<file path="src/rtl/par_serial_tx_if.sv">
// Parallel word handshake into par_serial_tx: an upstream master presents words,
// and the transmit stage (slave) accepts them into its small buffer.
interface par_serial_tx_if #(
    parameter int WORD_W = 8
);
    // Handshake: a word transfers on a rising clk32f edge where valid_in && ready_out.
    // ready_out depends only on registered state in the slave, never on valid_in.
    // While valid_in is high and ready_out is low, the master must hold data_in stable.
    logic [WORD_W-1:0] data_in;
    logic              valid_in;
    logic              ready_out;

    modport master (
        output data_in,
        output valid_in,
        input  ready_out
    );

    modport slave (
        input  data_in,
        input  valid_in,
        output ready_out
    );
endinterface

</file>
<file path="src/rtl/par_serial_tx.sv">
// Parallel-to-serial transmit stage: COM training after reset, then MSB-first words or COM fillers.
// Optional saturating dropped-write counter on drop_cnt when PAR_SERIAL_DROPCNT_EN is defined.
module par_serial_tx #(
    parameter int                WORD_W   = 8,
    parameter logic [WORD_W-1:0] COM_SYM  = 8'hBC,
    parameter int                SYNC_CNT = 4
) (
    input  logic           clk32f,
    input  logic           reset,
    par_serial_tx_if.slave bus,
    output logic           out,
    output logic           sending_data,
    output logic           sym_start,
    output logic           state_dbg
`ifdef PAR_SERIAL_DROPCNT_EN
    ,
    output logic [7:0]     drop_cnt
`endif
);

    localparam int BW = (WORD_W > 1) ? $clog2(WORD_W) : 1;
    localparam int SW = (SYNC_CNT > 1) ? $clog2(SYNC_CNT + 1) : 1;
    localparam logic [BW-1:0] LAST_BIT  = BW'(WORD_W - 1);
    localparam logic [SW-1:0] LAST_SYNC = SW'(SYNC_CNT - 1);

    typedef enum logic {
        ST_SYNC = 1'b0,
        ST_RUN  = 1'b1
    } state_t;

    state_t            state_q;
    state_t            state_d;
    logic [WORD_W-1:0] sh_q;
    logic [BW-1:0]     bit_cnt_q;
    logic [SW-1:0]     sync_cnt_q;
    logic              data_flag_q;
    logic              sym_q;

    logic [WORD_W-1:0] fifo_mem [2];
    logic              wr_ptr_q;
    logic              rd_ptr_q;
    logic [1:0]        count_q;

    logic              boundary;
    logic              ready;
    logic              push;
    logic              pop;
    logic [WORD_W-1:0] next_word;

    assign boundary  = (bit_cnt_q == LAST_BIT);
    assign ready     = (state_q == ST_RUN) && (count_q != 2'd2);
    assign push      = bus.valid_in && ready;
    assign pop       = boundary && (state_q == ST_RUN) && (count_q != 2'd0);
    assign next_word = pop ? fifo_mem[rd_ptr_q] : COM_SYM;

    always_ff @(posedge clk32f or negedge reset) begin
        if (!reset) begin
            state_q <= ST_SYNC;
        end else begin
            state_q <= state_d;
        end
    end

    // SYNC leaves only on the boundary that loads the last training COM.
    always_comb begin
        state_d = state_q;
        if (state_q == ST_SYNC && boundary && sync_cnt_q == LAST_SYNC) begin
            state_d = ST_RUN;
        end
    end

    always_ff @(posedge clk32f or negedge reset) begin
        if (!reset) begin
            sh_q        <= '0;
            bit_cnt_q   <= LAST_BIT;
            sync_cnt_q  <= '0;
            data_flag_q <= 1'b0;
            sym_q       <= 1'b0;
        end else if (boundary) begin
            sh_q        <= next_word;
            bit_cnt_q   <= '0;
            data_flag_q <= pop;
            sym_q       <= 1'b1;
            if (state_q == ST_SYNC) begin
                sync_cnt_q <= sync_cnt_q + SW'(1);
            end
        end else begin
            sh_q      <= {sh_q[WORD_W-2:0], 1'b0};
            bit_cnt_q <= bit_cnt_q + BW'(1);
            sym_q     <= 1'b0;
        end
    end

    always_ff @(posedge clk32f) begin
        if (push) begin
            fifo_mem[wr_ptr_q] <= bus.data_in;
        end
    end

    // A push and a pop on the same edge leave the count alone; pointers keep order.
    always_ff @(posedge clk32f or negedge reset) begin
        if (!reset) begin
            wr_ptr_q <= 1'b0;
            rd_ptr_q <= 1'b0;
            count_q  <= 2'd0;
        end else begin
            if (push) begin
                wr_ptr_q <= ~wr_ptr_q;
            end
            if (pop) begin
                rd_ptr_q <= ~rd_ptr_q;
            end
            case ({push, pop})
                2'b10:   count_q <= count_q + 2'd1;
                2'b01:   count_q <= count_q - 2'd1;
                default: count_q <= count_q;
            endcase
        end
    end

`ifdef PAR_SERIAL_DROPCNT_EN
    logic [7:0] drop_q;

    always_ff @(posedge clk32f or negedge reset) begin
        if (!reset) begin
            drop_q <= 8'd0;
        end else if (state_q == ST_RUN && bus.valid_in && !ready && drop_q != 8'hFF) begin
            drop_q <= drop_q + 8'd1;
        end
    end

    assign drop_cnt = drop_q;
`endif

    assign out           = sh_q[WORD_W-1];
    assign sending_data  = data_flag_q;
    assign sym_start     = sym_q;
    assign state_dbg     = (state_q == ST_RUN);
    assign bus.ready_out = ready;

endmodule

</file>
<file path="src/flat_wrapper.sv">
// flat-port wrapper written by rule: the top's interface ports become plain ports
module par_serial_tx_flat 
#(
    parameter int                WORD_W   = 8,
    parameter logic [WORD_W-1:0] COM_SYM  = 8'hBC,
    parameter int                SYNC_CNT = 4
)
  (clk32f, reset, out, sending_data, sym_start, state_dbg, bus_data_in, bus_valid_in, bus_ready_out);
  par_serial_tx_if #(.WORD_W(WORD_W)) bus_i ();
  input  logic clk32f;
  input  logic reset;
  output logic out;
  output logic sending_data;
  output logic sym_start;
  output logic state_dbg;
  input wire logic [$bits(bus_i.data_in)-1:0] bus_data_in;
  input wire logic [$bits(bus_i.valid_in)-1:0] bus_valid_in;
  output wire logic [$bits(bus_i.ready_out)-1:0] bus_ready_out;
  assign bus_i.data_in = bus_data_in;
  assign bus_i.valid_in = bus_valid_in;
  assign bus_ready_out = bus_i.ready_out;
  par_serial_tx #(.WORD_W(WORD_W), .COM_SYM(COM_SYM), .SYNC_CNT(SYNC_CNT)) u_core (.clk32f(clk32f), .reset(reset), .bus(bus_i), .out(out), .sending_data(sending_data), .sym_start(sym_start), .state_dbg(state_dbg));
endmodule
</file>
<file path="config.mk">
export PLATFORM = sky130hd
export DESIGN_NAME = par_serial_tx_flat
export DESIGN_NICKNAME = d
export VERILOG_FILES = /design/src/rtl/par_serial_tx_if.sv /design/src/rtl/par_serial_tx.sv /design/src/flat_wrapper.sv
export SDC_FILE = /design/constraint.sdc
export NUM_CORES = 1
export LEC_CHECK = 0
export BUFFER_PORTS_ARGS = -buffer_cell sky130_fd_sc_hd__buf_4
export CAP_MARGIN = 20
export CORE_MARGIN = 2
export CORE_UTILIZATION = 55
export CTS_BUF_LIST = sky130_fd_sc_hd__clkbuf_4 sky130_fd_sc_hd__clkbuf_8 sky130_fd_sc_hd__clkbuf_16
export CTS_CLUSTER_SIZE = 25
export DETAILED_ROUTE_END_ITERATION = 7
export MAX_ROUTING_LAYER = met4
export PLACE_DENSITY = 0.85
export RECOVER_POWER = 50
export SETUP_SLACK_MARGIN = 0.02
export SLEW_MARGIN = 0
export SYNTH_ARGS = -nofsm -noshare
export SYNTH_HDL_FRONTEND = slang
export SYNTH_SLANG_ARGS = --single-unit
</file>
<file path="constraint.sdc">
create_clock -name clk32f -period 5.1 [get_ports clk32f]
set_input_delay 1.02 -clock clk32f [delete_from_list [all_inputs] [get_ports clk32f]]
set_output_delay 1.02 -clock clk32f [all_outputs]
set_load 0.03 [all_outputs]
</file>
# ---- Word-level counts from Yosys, hierarchy flattened
# Memories as Yosys holds them, arrays and structs flattened.
# Cells that the tools add are included.
dict set report op_classes {
  add_sub_neg 4
  eq_ne 5
  n_mux 7
  bitwise_logic 3
  n_reduce_logical 9
}
# operator n
set ops {}
lappend ops {{$mux W8} 2}
lappend ops {{$add A3 B1 Y3 const B} 2}
lappend ops {{$logic_and A1 B1 Y1} 6}
lappend ops {{$pmux W2 S2} 1}
lappend ops {{$reduce_bool A2 Y1} 2}
lappend ops {{$eq A3 B2 Y1 const B} 1}
lappend ops {{$eq A3 B3 Y1 const B} 1}
lappend ops {{$mux W1} 3}
lappend ops {{$mux W3} 1}
lappend ops {{$not A1 Y1} 3}
lappend ops {{$add A2 B1 Y2 const B} 1}
lappend ops {{$eq A2 B1 Y1 const B} 1}
lappend ops {{$eq A2 B2 Y1 const B} 1}
lappend ops {{$ne A2 B2 Y1 const B} 1}
lappend ops {{$reduce_and A2 Y1} 1}
lappend ops {{$sub A2 B1 Y2 const B} 1}
dict set report word_totals {
  ff_bits 21
  ramBits 16
  input_bits 11
  output_inout_bits 5
  word_cells 38
  mem_count 1
}
# memory words word_bits rd rd_ports_with_merged_regs write_ports line_no
set memory_table {}
lappend memory_table {u_core.fifo_mem 2 8 1 0 1 par_serial_tx.sv:39} ;# logic [WORD_W-1:0] fifo_mem [2];

# ---- Depth between registers and ports, before layout
dict set report logic_depth {
  ltp_word 5
  ltp_mapped 8
  depth_no_buf 8
}

# ---- Worst setup path before layout
# OpenSTA, ideal clock, no wires.
dict set report synth_timing {
  path_kind {register to output}
  from {reg u_core.state_q (netlist: u_core.state_dbg)}
  to {out bus_ready_out}
  arrival_time_ns 0.928
  t_required_ns 4.080
  setup_slack_ns 3.152
  stages_incl_launch_ff 2
  path_buffers 0
  path_cell_list {dfrtp_1 o21a_1}
}
dict set report synth_between {
  elab_chain_len 1
}
# item line_no
set synth_rtl {}
lappend synth_rtl {{from (decl)} par_serial_tx.sv:31} ;# state_t state_q;
lappend synth_rtl {{from (signal assigned)} par_serial_tx.sv:60} ;# state_q <= state_d;
lappend synth_rtl {{$logic_and A1 B1 Y1} par_serial_tx.sv:51} ;# assign ready = (state_q == ST_RUN) && (count_q != 2'd2);
lappend synth_rtl {{to (decl)} flat_wrapper.sv:18} ;# output wire logic [$bits(bus_i.ready_out)-1:0] bus_ready_out;
# No other way between the ends.

# ---- Worst setup path in the final report
dict set report layout_timing {
  from {reg u_core.bit_cnt_q[0]}
  to {reg u_core.count_q[1]}
}
dict set report layout_between {
  elab_chain_len 5
  elab_cells_between_ends 7
  cone_classes {3 x eq/ne; 1 x mux; 3 x reduce/logical}
}
# item line_no
set layout_rtl {}
lappend layout_rtl {{from (decl)} par_serial_tx.sv:34} ;# logic [BW-1:0] bit_cnt_q;
lappend layout_rtl {{from (signal assigned)} par_serial_tx.sv:89} ;# bit_cnt_q <= bit_cnt_q + BW'(1);
lappend layout_rtl {{$eq A3 B3 Y1 *} par_serial_tx.sv:50} ;# assign boundary = (bit_cnt_q == LAST_BIT);
lappend layout_rtl {{net u_core.boundary} par_serial_tx.sv:44} ;# logic boundary;
lappend layout_rtl {{$logic_and A1 B1 Y1 * (2 in a row)} par_serial_tx.sv:53} ;# assign pop = boundary && (state_q == ST_RUN) && (count_q != 2'd0);
lappend layout_rtl {{$eq A2 B1 Y1 / $eq A2 B2 Y1 (equally long branches)} par_serial_tx.sv:113} ;# case ({push, pop})
lappend layout_rtl {{$pmux W2 S2 / $reduce_bool A2 Y1 (equally long branches)} --}
lappend layout_rtl {{to (signal assigned)} par_serial_tx.sv:114} ;# 2'b10: count_q <= count_q + 2'd1;
lappend layout_rtl {{to (signal assigned)} par_serial_tx.sv:115} ;# 2'b01: count_q <= count_q - 2'd1;
lappend layout_rtl {{to (signal assigned)} par_serial_tx.sv:116} ;# default: count_q <= count_q;
lappend layout_rtl {{to (decl)} par_serial_tx.sv:42} ;# logic [1:0] count_q;
# The timed path passes the listed nets; every way through them passes the cells marked *.
# A chain may end at the register's enable or synchronous reset.

==> summary.md <==
| Metric | Value |
|---|---|
| RSZ-0062 raised after global routing | no |
| Cell count along the critical path | 7 |
| Fin Hold WS | just under 500 ps |
| Max Fclk | 451.6 MHz |
| P_sw | roughly 230 µW |
| CTS tree | built |
| Critical path data required time | approximately 5400 ps |
| Layout Skew | 9.936 ps |
| DR WL/cell | 14.43 µm |
| Crit. End Element | register |
| Seq/Total Area, Yosys | 72.57% |
| Initial antenna violation count | 0 |
| Crit path capture | u_core.count_q[1]$_DFFE_PN0P_ |
| CTS Hold Bufs | 0 |
| Post-route cell area | 1579 µm² |
| Cts bufs inserted | 5 |
| Leakage | 0.6867 nW |
| Largest net degree at the start of global routing | 22 |
| WP data arrival | 2470 ps |
| # fillers | 190 |
| Power per cell area | 471.5 nW/µm² |
| Layout cells sized above 1 | 23.21% |
| Distinct cells, synth | 23 |
| Post-Synthesis Cells | 91 |
| Via density | about 5.3 |
| Critical Path Start Type | register |
| GR Util All Layers | a little under a fifth |
| Syn_area_per_cell | roughly 15 µm² |
| Drt pass-1 iters | 3 |
| CP max-delay cell | dfstp_1 |
| Yosys reg bits | 37 |
| CTS clk-pin slew, worst paths | about 100 ps |
| Setup TNS | 0 ps |
| Synth warnings | 0 |
| Syn nets | 107 |
| Clk_lat worst skew | 340 ps |
| Die area | 2948 µm² |
| Post-CTS resize count | 0 |
| Post-Syn Area | 1391 µm² |
| Tightest Hold Check Type | register to register |
| Cells after DPL | 134 |
| Core Rows | 18 |
| CTS sink cnt | 37 |
| Area share of the largest cell type after synthesis | 34.53% |
| Cell Int Power | 519.4 µW |
| CP top delay family | adder cells |
| Max Root-Sink Buffers | 2 |
| Total Power | between 700 and 800 µW |
| Least-Margin Pin Slew | around 1100 ps |
| Logic pwr share | 22.0% |
| H-tree levels | 2 |
| Sequential share of power | around 58% |
| Setup ws final | 2886 ps |
| DRT iter0 DRCs | 4 |
| Top post-synthesis cells by area | edfxtp_1 (35%), dfrtp_1 (32%), mux2i_1 (5.8%) |
| VDD IR max | between 200 and 300 µV |
| Kind of critical path | register to register |
| Final core occ | between 60% and 70% |
| Period Utilization, post-route | between 40 and 50% |
| Reg2reg start | u_core.bit_cnt_q[0]$_DFF_PN1_ |
| Pre-CTS setup slack | 2872 ps |
| Slowest Stage Delay on Critical Path | 550 ps |
| GPL Wtd Cong | approximately 0.77 |
| GRT Residual Overflow | 0 |
| Placed Area | between 1500 and 2000 µm² |
| Fin cells | ~140 |
| DRC viols | 0 |
| Status | finished clean |
| Post-DRT Antenna Nets | 0 |
| Crit path launch | u_core.bit_cnt_q[0]$_DFF_PN1_ |
| Max-cap violations | 0 |
| Reg2reg end | u_core.count_q[1]$_DFFE_PN0P_ |
| Antenna cells | 0 |
| Synth area leader | edfxtp_1 |
| Port Buffer Count | 15 |
| Vias | ~750 |
| Core area | 2432 µm² |
| Total wire length | 2.049 mm |
| Most common cell after layout, fill and taps aside | dfrtp_1 |
| Chip width | 54.30 µm |
| R2R depth | 7 |
| Most frequent cells in the layout | dfrtp_1 (18), edfxtp_1 (16), clkbuf_4 (14) |
| Die H | around 54 µm |
| WHS Path Cells | 1 |
| Layout Area Growth over Synthesis | 13.49% |
| Clock power frac | 19.7% |
| Post-DP HPWL | 1.481 mm |
| Final net count | 127 |
| Vias in the first global route | between 700 and 800 |
| Sw frac | 30.23% |
| Final Setup Violations | 0 |
| WP buf/inv | 1 |
| Worst-path cell chain | ha_1 -> ha_1 -> o211ai_2 -> inv_2 -> ha_1 -> nor2_1 -> xnor2_1 |
| R2R Setup Slk | 2890 ps |
| # IOs | 16 |
| Crit Path Max Fanout | 14 |
| Initial Util | 57.20% |
| Max-Slew Margin vs Limit | 28.26% |
| Clk root buf | clkbuf_4 |
| Minimum clock period | 2214 ps |
| Most Frequent Cell on Critical Path | ha_1 |
| Final Hold Viols | 0 |
| Post-CTS Setup Repair Bufs | 0 |
| First-pass GRT wire length | 3.332 mm |
| Final slew viol count | 0 |
how the worst min path moves through the flow:
stage	startpoint	endpoint	slack (ps)
5_1_grt	u_core.sync_cnt_q[0]$_DFFE_PN0P_	u_core.sync_cnt_q[0]$_DFFE_PN0P_	510
6_report	u_core.sync_cnt_q[0]$_DFFE_PN0P_	u_core.sync_cnt_q[0]$_DFFE_PN0P_	490
4_1_cts	u_core.sync_cnt_q[0]$_DFFE_PN0P_	u_core.sync_cnt_q[0]$_DFFE_PN0P_	500
2_1_floorplan	u_core.sync_cnt_q[2]$_DFFE_PN0P_	u_core.sync_cnt_q[2]$_DFFE_PN0P_	450
3_5_place_dp	u_core.sync_cnt_q[0]$_DFFE_PN0P_	u_core.sync_cnt_q[0]$_DFFE_PN0P_	480
3_3_place_gp	u_core.sync_cnt_q[2]$_DFFE_PN0P_	u_core.sync_cnt_q[2]$_DFFE_PN0P_	460
routing by layer:
layer  track usage, %  vias to the layer above  wire (µm)
met4            11.25                        0         44
met3            7.377                        6         89
met1            19.59                      374        862
li1                 -                      358          -
met2            28.71                       15       1053
met5                -                        -          0
cell families after synthesis:
family	share of synthesized area [%]
AOI/OAI and AO/OA	6.294
xor gates and xnor gates	3.777
and+or+nand+nor	4.047
DFF	72.57
adders and majority gates	4.496
muxes	6.565
buffers and inverters	2.247
final cells by class:
cell class / count / area (µm²) / share of cell area [%]
inverter: 6 / 22.52 / 1.426
clock buffer: 6 / 45.04 / 2.853
clock inverter: 2 / 10.01 / 0.6339
multi-input combinational: 46 / 345.3 / 21.87
timing repair buffer: 15 / 108.9 / 6.894
sequential: 37 / 1010 / 63.95
tap: 30 / 37.54 / 2.377
cells in the mapped netlist:
master,count
o211ai_2,2
nor2_1,9
nand2b_1,1
inv_1,5
buf_2,1
mux2_1,1
a21oi_1,5
mux2i_1,8
o21a_1,1
nor2b_1,1
ha_1,5
inv_2,1
nand2_1,1
o21ai_1,1
and3_1,1
dfstp_2,3
edfxtp_1,16
a21o_1,1
xnor2_1,6
o21ai_0,1
dfrtp_1,18
o22ai_1,2
clkbuf_1,1
power by group through the flow:
stage | Sequential, mW | Clock, mW | Combinational (mW)
final | 0.434 | 0.147 | 0.164
after global routing | 0.442 | 0.163 | 0.181
after CTS | 0.436 | 0.151 | 0.170
after detailed placement | 0.443 | 0 | 0.169
after global placement | 0.438 | 0 | 0.164
after floorplan | 0.431 | 0 | 0.120
state kept, by name, summed over array words and instances, names as in the netlist:
signal               flops
u_core.fifo_mem         16
u_core.sh_q              8
u_core.bit_cnt_q         3
u_core.sync_cnt_q        3
u_core.count_q           2
u_core.rd_ptr_q          1
u_core.sending_data      1
u_core.state_dbg         1
u_core.sym_start         1
u_core.wr_ptr_q          1
Note: power is estimated with default switching activity, not from simulation.
